## src/rtl/mastermind_pkg.sv

```systemverilog
// Shared state encoding, default game dimensions and width helpers for the
// Mastermind engine and its scoring datapath.
package mastermind_pkg;

    localparam int DEF_NUM_PEGS  = 4;
    localparam int DEF_COLOR_W   = 3;
    localparam int DEF_MAX_TURNS = 8;

    typedef enum logic [2:0] {
        S_IDLE       = 3'd0,
        S_WAIT_GUESS = 3'd1,
        S_SCAN       = 3'd2,
        S_TALLY      = 3'd3,
        S_REPORT     = 3'd4,
        S_WON        = 3'd5,
        S_LOST       = 3'd6
    } state_t;

    // Bits needed to hold any count 0..max_val.
    function automatic int count_w(input int max_val);
        return (max_val < 2) ? 1 : $clog2(max_val + 1);
    endfunction

    // Bits needed to index 0..n-1 (never narrower than one bit).
    function automatic int index_w(input int n);
        return (n < 3) ? 1 : $clog2(n);
    endfunction

    function automatic int max2(input int a, input int b);
        return (a > b) ? a : b;
    endfunction

endpackage

```

## src/rtl/mastermind_score_seq.sv

```systemverilog
// SCAN/TALLY scoring datapath: per-peg exact-match counter and colour
// histograms, then a per-colour min() accumulator. Sequenced by the engine.
module mastermind_score_seq
    import mastermind_pkg::*;
#(
    parameter int NUM_PEGS = DEF_NUM_PEGS,
    parameter int COLOR_W  = DEF_COLOR_W,
    parameter int CNT_W    = count_w(NUM_PEGS),
    parameter int STEP_W   = index_w(max2(NUM_PEGS, 1 << COLOR_W))
) (
    input  logic                         clk,
    input  logic                         rst_n,
    input  logic                         clear,
    input  logic                         scan_en,
    input  logic                         tally_en,
    input  logic [STEP_W-1:0]            step,
    input  logic [NUM_PEGS*COLOR_W-1:0]  secret,
    input  logic [NUM_PEGS*COLOR_W-1:0]  guess,
    output logic [CNT_W-1:0]             black,
    output logic [CNT_W-1:0]             acc,
    output logic                         done
);

    localparam int NUM_COLORS = 1 << COLOR_W;

    logic [CNT_W-1:0]   sec_cnt [NUM_COLORS];
    logic [CNT_W-1:0]   gss_cnt [NUM_COLORS];
    logic [COLOR_W-1:0] sec_peg;
    logic [COLOR_W-1:0] gss_peg;
    logic [COLOR_W-1:0] color;
    logic [CNT_W-1:0]   min_cnt;

    always_comb begin
        sec_peg = '0;
        gss_peg = '0;
        for (int i = 0; i < NUM_PEGS; i++) begin
            if (step == STEP_W'(i)) begin
                sec_peg = secret[i*COLOR_W +: COLOR_W];
                gss_peg = guess[i*COLOR_W +: COLOR_W];
            end
        end
    end

    assign color   = step[COLOR_W-1:0];
    assign min_cnt = (sec_cnt[color] < gss_cnt[color]) ? sec_cnt[color] : gss_cnt[color];
    assign done    = tally_en && (step == STEP_W'(NUM_COLORS - 1));

    always_ff @(posedge clk or negedge rst_n) begin
        if (!rst_n) begin
            black <= '0;
            acc   <= '0;
            for (int c = 0; c < NUM_COLORS; c++) begin
                sec_cnt[c] <= '0;
                gss_cnt[c] <= '0;
            end
        end else if (clear) begin
            black <= '0;
            acc   <= '0;
            for (int c = 0; c < NUM_COLORS; c++) begin
                sec_cnt[c] <= '0;
                gss_cnt[c] <= '0;
            end
        end else begin
            if (scan_en) begin
                if (sec_peg == gss_peg) begin
                    black <= black + CNT_W'(1);
                end
                sec_cnt[sec_peg] <= sec_cnt[sec_peg] + CNT_W'(1);
                gss_cnt[gss_peg] <= gss_cnt[gss_peg] + CNT_W'(1);
            end
            if (tally_en) begin
                acc <= acc + min_cnt;
            end
        end
    end

endmodule

```

## src/rtl/mastermind_engine.sv

```systemverilog
// Mastermind game engine: secret latch, guess handshake, turn/win/lose tracking
// and per-turn history (history storage only when MASTERMIND_HISTORY_EN is defined).
module mastermind_engine
    import mastermind_pkg::*;
#(
    parameter int NUM_PEGS  = DEF_NUM_PEGS,
    parameter int COLOR_W   = DEF_COLOR_W,
    parameter int MAX_TURNS = DEF_MAX_TURNS,
    localparam int CNT_W    = count_w(NUM_PEGS),
    localparam int TURN_W   = count_w(MAX_TURNS),
    localparam int CODE_W   = NUM_PEGS * COLOR_W
) (
    input  logic              clk,
    input  logic              rst_n,
    input  logic              start,
    input  logic [CODE_W-1:0] secret,
    input  logic              guess_valid,
    input  logic [CODE_W-1:0] guess,
    output logic              guess_ready,
    output logic              result_valid,
    output logic [CNT_W-1:0]  black,
    output logic [CNT_W-1:0]  white,
    output logic [TURN_W-1:0] turn,
    output logic              busy,
    output logic              won,
    output logic              lost,
    input  logic [TURN_W-1:0] hist_idx,
    output logic [CODE_W-1:0] hist_guess,
    output logic [CNT_W-1:0]  hist_black,
    output logic [CNT_W-1:0]  hist_white,
    output state_t            dbg_state
);

    localparam int NUM_COLORS = 1 << COLOR_W;
    localparam int STEP_W     = index_w(max2(NUM_PEGS, NUM_COLORS));

    state_t            state;
    logic [CODE_W-1:0] secret_q;
    logic [CODE_W-1:0] guess_q;
    logic [STEP_W-1:0] step;
    logic [CNT_W-1:0]  sc_black;
    logic [CNT_W-1:0]  sc_acc;
    logic              sc_done;
    logic              accept;

    // Handshake: a guess transfers on a rising edge where guess_valid && guess_ready;
    // guess_ready is high only in WAIT_GUESS and the source holds guess stable until
    // transfer. A start in the same cycle takes priority and the guess is dropped.
    assign accept    = guess_valid && guess_ready && !start;
    assign dbg_state = state;

    mastermind_score_seq #(
        .NUM_PEGS (NUM_PEGS),
        .COLOR_W  (COLOR_W),
        .CNT_W    (CNT_W),
        .STEP_W   (STEP_W)
    ) u_score (
        .clk      (clk),
        .rst_n    (rst_n),
        .clear    (start || accept),
        .scan_en  (state == S_SCAN),
        .tally_en (state == S_TALLY),
        .step     (step),
        .secret   (secret_q),
        .guess    (guess_q),
        .black    (sc_black),
        .acc      (sc_acc),
        .done     (sc_done)
    );

    always_ff @(posedge clk or negedge rst_n) begin
        if (!rst_n) begin
            state        <= S_IDLE;
            secret_q     <= '0;
            guess_q      <= '0;
            step         <= '0;
            guess_ready  <= 1'b0;
            result_valid <= 1'b0;
            black        <= '0;
            white        <= '0;
            turn         <= '0;
            busy         <= 1'b0;
            won          <= 1'b0;
            lost         <= 1'b0;
        end else begin
            result_valid <= 1'b0;
            if (start) begin
                // Abort whatever is in flight; the new game starts clean.
                state       <= S_WAIT_GUESS;
                secret_q    <= secret;
                step        <= '0;
                guess_ready <= 1'b1;
                black       <= '0;
                white       <= '0;
                turn        <= '0;
                busy        <= 1'b0;
                won         <= 1'b0;
                lost        <= 1'b0;
            end else begin
                case (state)
                    S_IDLE: ;
                    S_WAIT_GUESS: begin
                        if (accept) begin
                            guess_q     <= guess;
                            step        <= '0;
                            guess_ready <= 1'b0;
                            busy        <= 1'b1;
                            state       <= S_SCAN;
                        end
                    end
                    S_SCAN: begin
                        if (step == STEP_W'(NUM_PEGS - 1)) begin
                            step  <= '0;
                            state <= S_TALLY;
                        end else begin
                            step <= step + STEP_W'(1);
                        end
                    end
                    S_TALLY: begin
                        if (sc_done) begin
                            state <= S_REPORT;
                        end else begin
                            step <= step + STEP_W'(1);
                        end
                    end
                    S_REPORT: begin
                        result_valid <= 1'b1;
                        black        <= sc_black;
                        white        <= sc_acc - sc_black;
                        turn         <= turn + TURN_W'(1);
                        busy         <= 1'b0;
                        // A full exact match wins even on the last allowed turn.
                        if (sc_black == CNT_W'(NUM_PEGS)) begin
                            won   <= 1'b1;
                            state <= S_WON;
                        end else if (turn == TURN_W'(MAX_TURNS - 1)) begin
                            lost  <= 1'b1;
                            state <= S_LOST;
                        end else begin
                            guess_ready <= 1'b1;
                            state       <= S_WAIT_GUESS;
                        end
                    end
                    S_WON, S_LOST: ;
                    default: state <= S_IDLE;
                endcase
            end
        end
    end

`ifdef MASTERMIND_HISTORY_EN
    logic [CODE_W-1:0] hist_g_mem [MAX_TURNS];
    logic [CNT_W-1:0]  hist_b_mem [MAX_TURNS];
    logic [CNT_W-1:0]  hist_w_mem [MAX_TURNS];

    always_ff @(posedge clk or negedge rst_n) begin
        if (!rst_n) begin
            for (int i = 0; i < MAX_TURNS; i++) begin
                hist_g_mem[i] <= '0;
                hist_b_mem[i] <= '0;
                hist_w_mem[i] <= '0;
            end
        end else if (state == S_REPORT && !start) begin
            for (int i = 0; i < MAX_TURNS; i++) begin
                if (turn == TURN_W'(i)) begin
                    hist_g_mem[i] <= guess_q;
                    hist_b_mem[i] <= sc_black;
                    hist_w_mem[i] <= sc_acc - sc_black;
                end
            end
        end
    end

    // Entries at or beyond the current turn are stale from an earlier game.
    always_comb begin
        hist_guess = '0;
        hist_black = '0;
        hist_white = '0;
        for (int i = 0; i < MAX_TURNS; i++) begin
            if (hist_idx == TURN_W'(i) && hist_idx < turn) begin
                hist_guess = hist_g_mem[i];
                hist_black = hist_b_mem[i];
                hist_white = hist_w_mem[i];
            end
        end
    end
`else
    logic hist_idx_unused;

    assign hist_idx_unused = ^hist_idx;
    assign hist_guess      = '0;
    assign hist_black      = '0;
    assign hist_white      = '0;
`endif

endmodule

```

## config.mk

```make
export PLATFORM = sky130hd
export DESIGN_NAME = mastermind_engine
export DESIGN_NICKNAME = d
export VERILOG_FILES = /design/src/rtl/mastermind_pkg.sv /design/src/rtl/mastermind_score_seq.sv /design/src/rtl/mastermind_engine.sv
export SDC_FILE = /design/constraint.sdc
export NUM_CORES = 1
export LEC_CHECK = 0
export ABC_CLOCK_PERIOD_IN_PS = 4500
export BUFFER_PORTS_ARGS = -buffer_cell sky130_fd_sc_hd__buf_2
export CAP_MARGIN = 40
export CORE_MARGIN = 4
export CORE_UTILIZATION = 30
export CTS_BUF_LIST = sky130_fd_sc_hd__clkbuf_2 sky130_fd_sc_hd__clkbuf_4 sky130_fd_sc_hd__clkbuf_8
export DETAILED_ROUTE_END_ITERATION = 10
export HOLD_SLACK_MARGIN = 0.02
export SLEW_MARGIN = 10
export SYNTH_ARGS = -nofsm -noshare
export SYNTH_HDL_FRONTEND = slang
export SYNTH_SLANG_ARGS = --single-unit
```

## constraint.sdc

```tcl
create_clock -name clk -period 4.5 [get_ports clk]
set_clock_uncertainty 0.05 [all_clocks]
set_input_delay 1.35 -clock clk [delete_from_list [all_inputs] [get_ports clk]]
set_output_delay 1.35 -clock clk [all_outputs]
set_load 0.005 [all_outputs]
```

==> impl_metrics.prom <==
# TYPE chip_impl_metric gauge
chip_impl_info{name="result_of_the_run",value="completed"} 1
chip_impl_metric{name="combinational_share_of_power",unit="%"} 43.3
chip_impl_metric{name="cell_leakage_power",unit="nW"} 2.76
chip_impl_metric{name="worstRegToRegCells",unit=""} 11
chip_impl_metric{name="die_height",unit="um"} 146
chip_impl_metric{name="crit_share_post_route",unit="%"} 86.6
chip_impl_metric{name="powerDensity",unit="nW/um^2"} 476
chip_impl_metric{name="path_max_fanout",unit=""} 11
chip_impl_metric{name="chipWidth",unit="um"} 146
chip_impl_metric{name="globalplace.congestion",unit=""} 0.783
chip_impl_info{name="grt_setup_unrepaired",value="no"} 1
chip_impl_metric{name="first_drt_iteration_drcs",unit=""} 282
chip_impl_metric{name="worstSkewPairLatency",unit="ps"} 380
chip_impl_metric{name="number_of_routed_nets_with_antenna_violations",unit=""} 0
chip_impl_metric{name="pin_count_of_the_biggest_net_entering_global_routing",unit=""} 61
chip_impl_metric{name="irDropWorstVdd",unit="uV"} 173
chip_impl_metric{name="post_synth_mux_area_share",unit="%"} 14.7
chip_impl_metric{name="timing.final.setup_violations",unit=""} 0
chip_impl_info{name="synth_top_family_by_area",value="simple AND/OR/NAND/NOR gates"} 1
chip_impl_metric{name="n_antenna_cell",unit=""} 0
chip_impl_metric{name="seq_area_frac_synth",unit="%"} 43.1
chip_impl_metric{name="yosys_warnings",unit=""} 0
chip_impl_metric{name="route.vias.total",unit=""} 4228
chip_impl_info{name="hold-path-endpoint",value="guess_q[8]$_DFFE_PN0P_"} 1
chip_impl_metric{name="critical_path_arrival",unit="ps"} 4160
chip_impl_metric{name="netSwitchingFraction",unit="%"} 40.4
chip_impl_metric{name="fmax",unit="GHz"} 0.257
chip_impl_info{name="dominantRegCellSynth",value="dfrtp_1"} 1
chip_impl_info{name="worst_r2r_endpoint",value="u_score.acc[2]$_DFFE_PN0P_"} 1
chip_impl_metric{name="core_area",unit="sq um"} 18800
chip_impl_metric{name="antenna_found_initial",unit=""} 0
chip_impl_metric{name="wire_per_inst",unit="um"} 15.1
chip_impl_metric{name="maxCapViolations",unit=""} 0
chip_impl_metric{name="setup_repair_bufs_after_cts",unit=""} 0
chip_impl_info{name="ordered_cell_list_for_the_critical_path",value="buf_4 > mux4_2 > mux2i_1 > ha_1 > a21oi_1 > mux2i_1 > ha_1 > fa_1 > xor2_1 > or3_1 > a21oi_1"} 1
chip_impl_metric{name="worst_hold_path.num_cells",unit=""} 1
chip_impl_metric{name="r2r_slack",unit="ps"} 600
chip_impl_metric{name="final_layout_size_suffix_gt1_share",unit="%"} 20.0
chip_impl_metric{name="cts-htree-levels",unit=""} 3
chip_impl_info{name="r2r-start",value="step[0]$_DFFE_PN0P_"} 1
chip_impl_metric{name="synthAdderAreaFrac",unit="%"} 4.18
chip_impl_metric{name="grt.total_usage",unit="%"} 12.4
chip_impl_info{name="final_cell_mix",value="dfrtp_1, nand2_1, nor2_1"} 1
chip_impl_metric{name="post_synth_edffs",unit=""} 0
chip_impl_metric{name="tightest_slew",unit="ps"} 803
chip_impl_metric{name="syn-instance-count",unit=""} 578
chip_impl_metric{name="numCtsBuffers",unit=""} 9
chip_impl_metric{name="hpwl",unit="um"} 9220
chip_impl_metric{name="route.detailed.vias_per_inst",unit=""} 4.96
chip_impl_metric{name="max-slew-margin-rel",unit="%"} 46.3
chip_impl_metric{name="post_synth_xor_area_fraction",unit="%"} 3.94
chip_impl_info{name="worst_hold_path_type",value="register to register"} 1
chip_impl_metric{name="synth_compound_area_share",unit="%"} 12.5
chip_impl_metric{name="synth_async_sr_flop_share",unit="%"} 100
chip_impl_metric{name="synth.avg_cell_area",unit="sq um"} 9.94
chip_impl_metric{name="drt_pre_antenna_iters",unit=""} 4
chip_impl_metric{name="totalNegativeSetupSlack",unit="ps"} 0
chip_impl_metric{name="data_required_time_at_the_worst_endpoint",unit="ps"} 4760
chip_impl_info{name="critical_path_class",value="register to register"} 1
chip_impl_metric{name="initial_utilization",unit="%"} 30.6
chip_impl_info{name="critical_path.startpoint_type",value="register"} 1
chip_impl_metric{name="layout.core_utilization",unit="%"} 33.8
chip_impl_metric{name="clock_power_share",unit="%"} 20.1
chip_impl_metric{name="postRouteWirelength",unit="um"} 12900
chip_impl_metric{name="hold_violations_final",unit=""} 0
chip_impl_metric{name="holdBufCountCts",unit=""} 0
chip_impl_metric{name="final_period_minus_worst_setup_slack",unit="ps"} 3900
chip_impl_metric{name="cts.repair.resized",unit=""} 0
chip_impl_info{name="cp_slowest_cell",value="dfrtp_1"} 1
chip_impl_metric{name="crit_path_largest_cell_delay",unit="ps"} 750
chip_impl_metric{name="p_seq_share",unit="%"} 36.6
chip_impl_metric{name="num_rows",unit=""} 50
chip_impl_metric{name="postPlaceCellArea",unit="sq um"} 6140
chip_impl_info{name="cts_tree",value="done"} 1
chip_impl_metric{name="synth_seq_cells",unit=""} 99
chip_impl_metric{name="synth.distinct_cells",unit=""} 59
chip_impl_metric{name="postLayoutCellArea",unit="sq um"} 6350
chip_impl_metric{name="final_max_slew_viol_count",unit=""} 0
chip_impl_metric{name="design_internal_power",unit="mW"} 1.80
chip_impl_info{name="endpoint_kind",value="register"} 1
chip_impl_info{name="worst_hold_startpoint",value="guess_q[8]$_DFFE_PN0P_"} 1
chip_impl_metric{name="yosys.area_share.simple",unit="%"} 15.8
chip_impl_metric{name="clock_sink_count",unit=""} 99
chip_impl_metric{name="boundaryPins",unit=""} 68
chip_impl_metric{name="placement.io_buffers",unit=""} 45
chip_impl_metric{name="fin_nets",unit=""} 664
chip_impl_metric{name="globalRoute.totalOverflow",unit=""} 0
chip_impl_metric{name="first_global_vias",unit=""} 4089
chip_impl_metric{name="max-clock-path-buffers",unit=""} 2
chip_impl_info{name="clk_root_buffer_cell",value="clkbuf_8"} 1
chip_impl_info{name="layout_commonest_cell",value="dfrtp_1"} 1
chip_impl_metric{name="synth_area",unit="sq um"} 5750
chip_impl_metric{name="die-area",unit="sq um"} 21400
chip_impl_metric{name="first_pass_grt_wire_length",unit="um"} 21600
chip_impl_metric{name="path_clk_slew",unit="ps"} 90
chip_impl_metric{name="syn2layout_area_growth",unit="%"} 10.5
chip_impl_metric{name="net-switching-power",unit="mW"} 1.22
chip_impl_metric{name="post-route-drc-count",unit=""} 0
kinds of logic (layout without fill, tap and decap cells):
group	Yosys count	after routing
AO/OA/AOI/OAI	116	116
XOR/XNOR	25	25
adder cells (fa/ha/maj)	18	18
buffers and inverters	61	85
flip-flops	99	99
multiplexers	66	66
other	1	18
AND/OR/NAND/NOR	192	192
worst max path at each step:
stage	endpoint	cells after the start	start
after floorplan	u_score.acc[2]$_DFFE_PN0P_	13	step[1]$_DFFE_PN0P_
after global placement	u_score.acc[2]$_DFFE_PN0P_	11	step[0]$_DFFE_PN0P_
final	u_score.acc[2]$_DFFE_PN0P_	11	step[0]$_DFFE_PN0P_
after CTS	u_score.acc[2]$_DFFE_PN0P_	11	step[0]$_DFFE_PN0P_
after detailed placement	u_score.acc[2]$_DFFE_PN0P_	11	step[0]$_DFFE_PN0P_
after global routing	u_score.acc[2]$_DFFE_PN0P_	11	step[0]$_DFFE_PN0P_
layer usage:
| layer | GRT usage (%) | vias up | wire, um |
|---|---|---|---|
| li1 | - | 2072 | - |
| met1 | 17.2 | 2040 | 6290 |
| met2 | 18.9 | 97 | 5800 |
| met3 | 2.92 | 19 | 543 |
| met4 | 4.23 | 0 | 225 |
| met5 | 0 | - | 0 |
state kept, by name, summed over array words and instances (netlist names), 3 cells and up:
register / cells
u_score.acc: 3
turn: 4
u_score.black: 3
u_score.gss_cnt: 24
black: 3
step: 3
dbg_state: 3
u_score.sec_cnt: 24
white: 3
guess_q: 12
secret_q: 12
synthesized netlist by cell type (all sizes together) (3+ instances only):
| library cell | instances | share of area, % |
|---|---|---|
| a211oi | 3 | 0.48 |
| a21o | 3 | 0.39 |
| a21oi | 43 | 3.7 |
| a22oi | 3 | 0.48 |
| a311oi | 3 | 0.46 |
| a31oi | 4 | 0.44 |
| buf | 31 | 3.8 |
| clkbuf | 18 | 1.2 |
| dfrtp | 99 | 43 |
| ha | 16 | 3.5 |
| inv | 12 | 0.78 |
| mux2 | 29 | 5.7 |
| mux2i | 25 | 4.4 |
| mux4 | 12 | 4.7 |
| nand2 | 67 | 4.4 |
| nand2b | 8 | 0.87 |
| nand3 | 14 | 1.2 |
| nand3b | 5 | 0.65 |
| nand4 | 4 | 0.44 |
| nor2 | 58 | 3.8 |
| nor2b | 8 | 0.87 |
| nor3 | 13 | 1.5 |
| nor3b | 4 | 0.52 |
| o211ai | 3 | 0.39 |
| o21a | 4 | 0.52 |
| o21ai | 33 | 2.9 |
| o311ai | 4 | 0.61 |
| or2 | 3 | 0.33 |
| or3 | 4 | 0.44 |
| xnor2 | 16 | 2.6 |
| xor2 | 9 | 1.4 |
final cells by class:
type | instances | area, sq um
Inverter | 12 | 45.0
Multi-Input combinational cell | 435 | 3010
Clock buffer | 12 | 165
Sequential cell | 99 | 2480
Clock inverter | 4 | 47.5
Tap cell | 234 | 293
Fill cell | 1926 | 12400
Timing Repair Buffer | 57 | 318
stage by stage:
stage	cells	setup slack, ps	total power [mW]	hold slack [ps]
floorplan	595	1080	2.13	420
global route	853	394	3.24	483
CTS	853	570	3.06	456
finish	853	602	3.03	454
detailed placement	837	621	2.43	435
global placement	837	653	2.41	431
power groups by stage:
stage	clock (mW)	sequential (mW)	combinational, mW
CTS	0.635	1.11	1.31
global route	0.668	1.13	1.44
global placement	0	1.12	1.29
finish	0.609	1.11	1.31
detailed placement	0	1.13	1.30
floorplan	0	1.06	1.07
critical path, delay by kind of cell (launching register included):
kind / cells / cell delay (ps)
xor gates and xnor gates: 1 / 180
and+or+nand+nor: 1 / 350
muxes: 3 / 900
AOI/OAI and AO/OA: 2 / 420
buffers and inverters: 1 / 300
DFF: 1 / 750
adders and majority gates: 3 / 870
No activity file was read; power rests on OpenSTA's default activity.
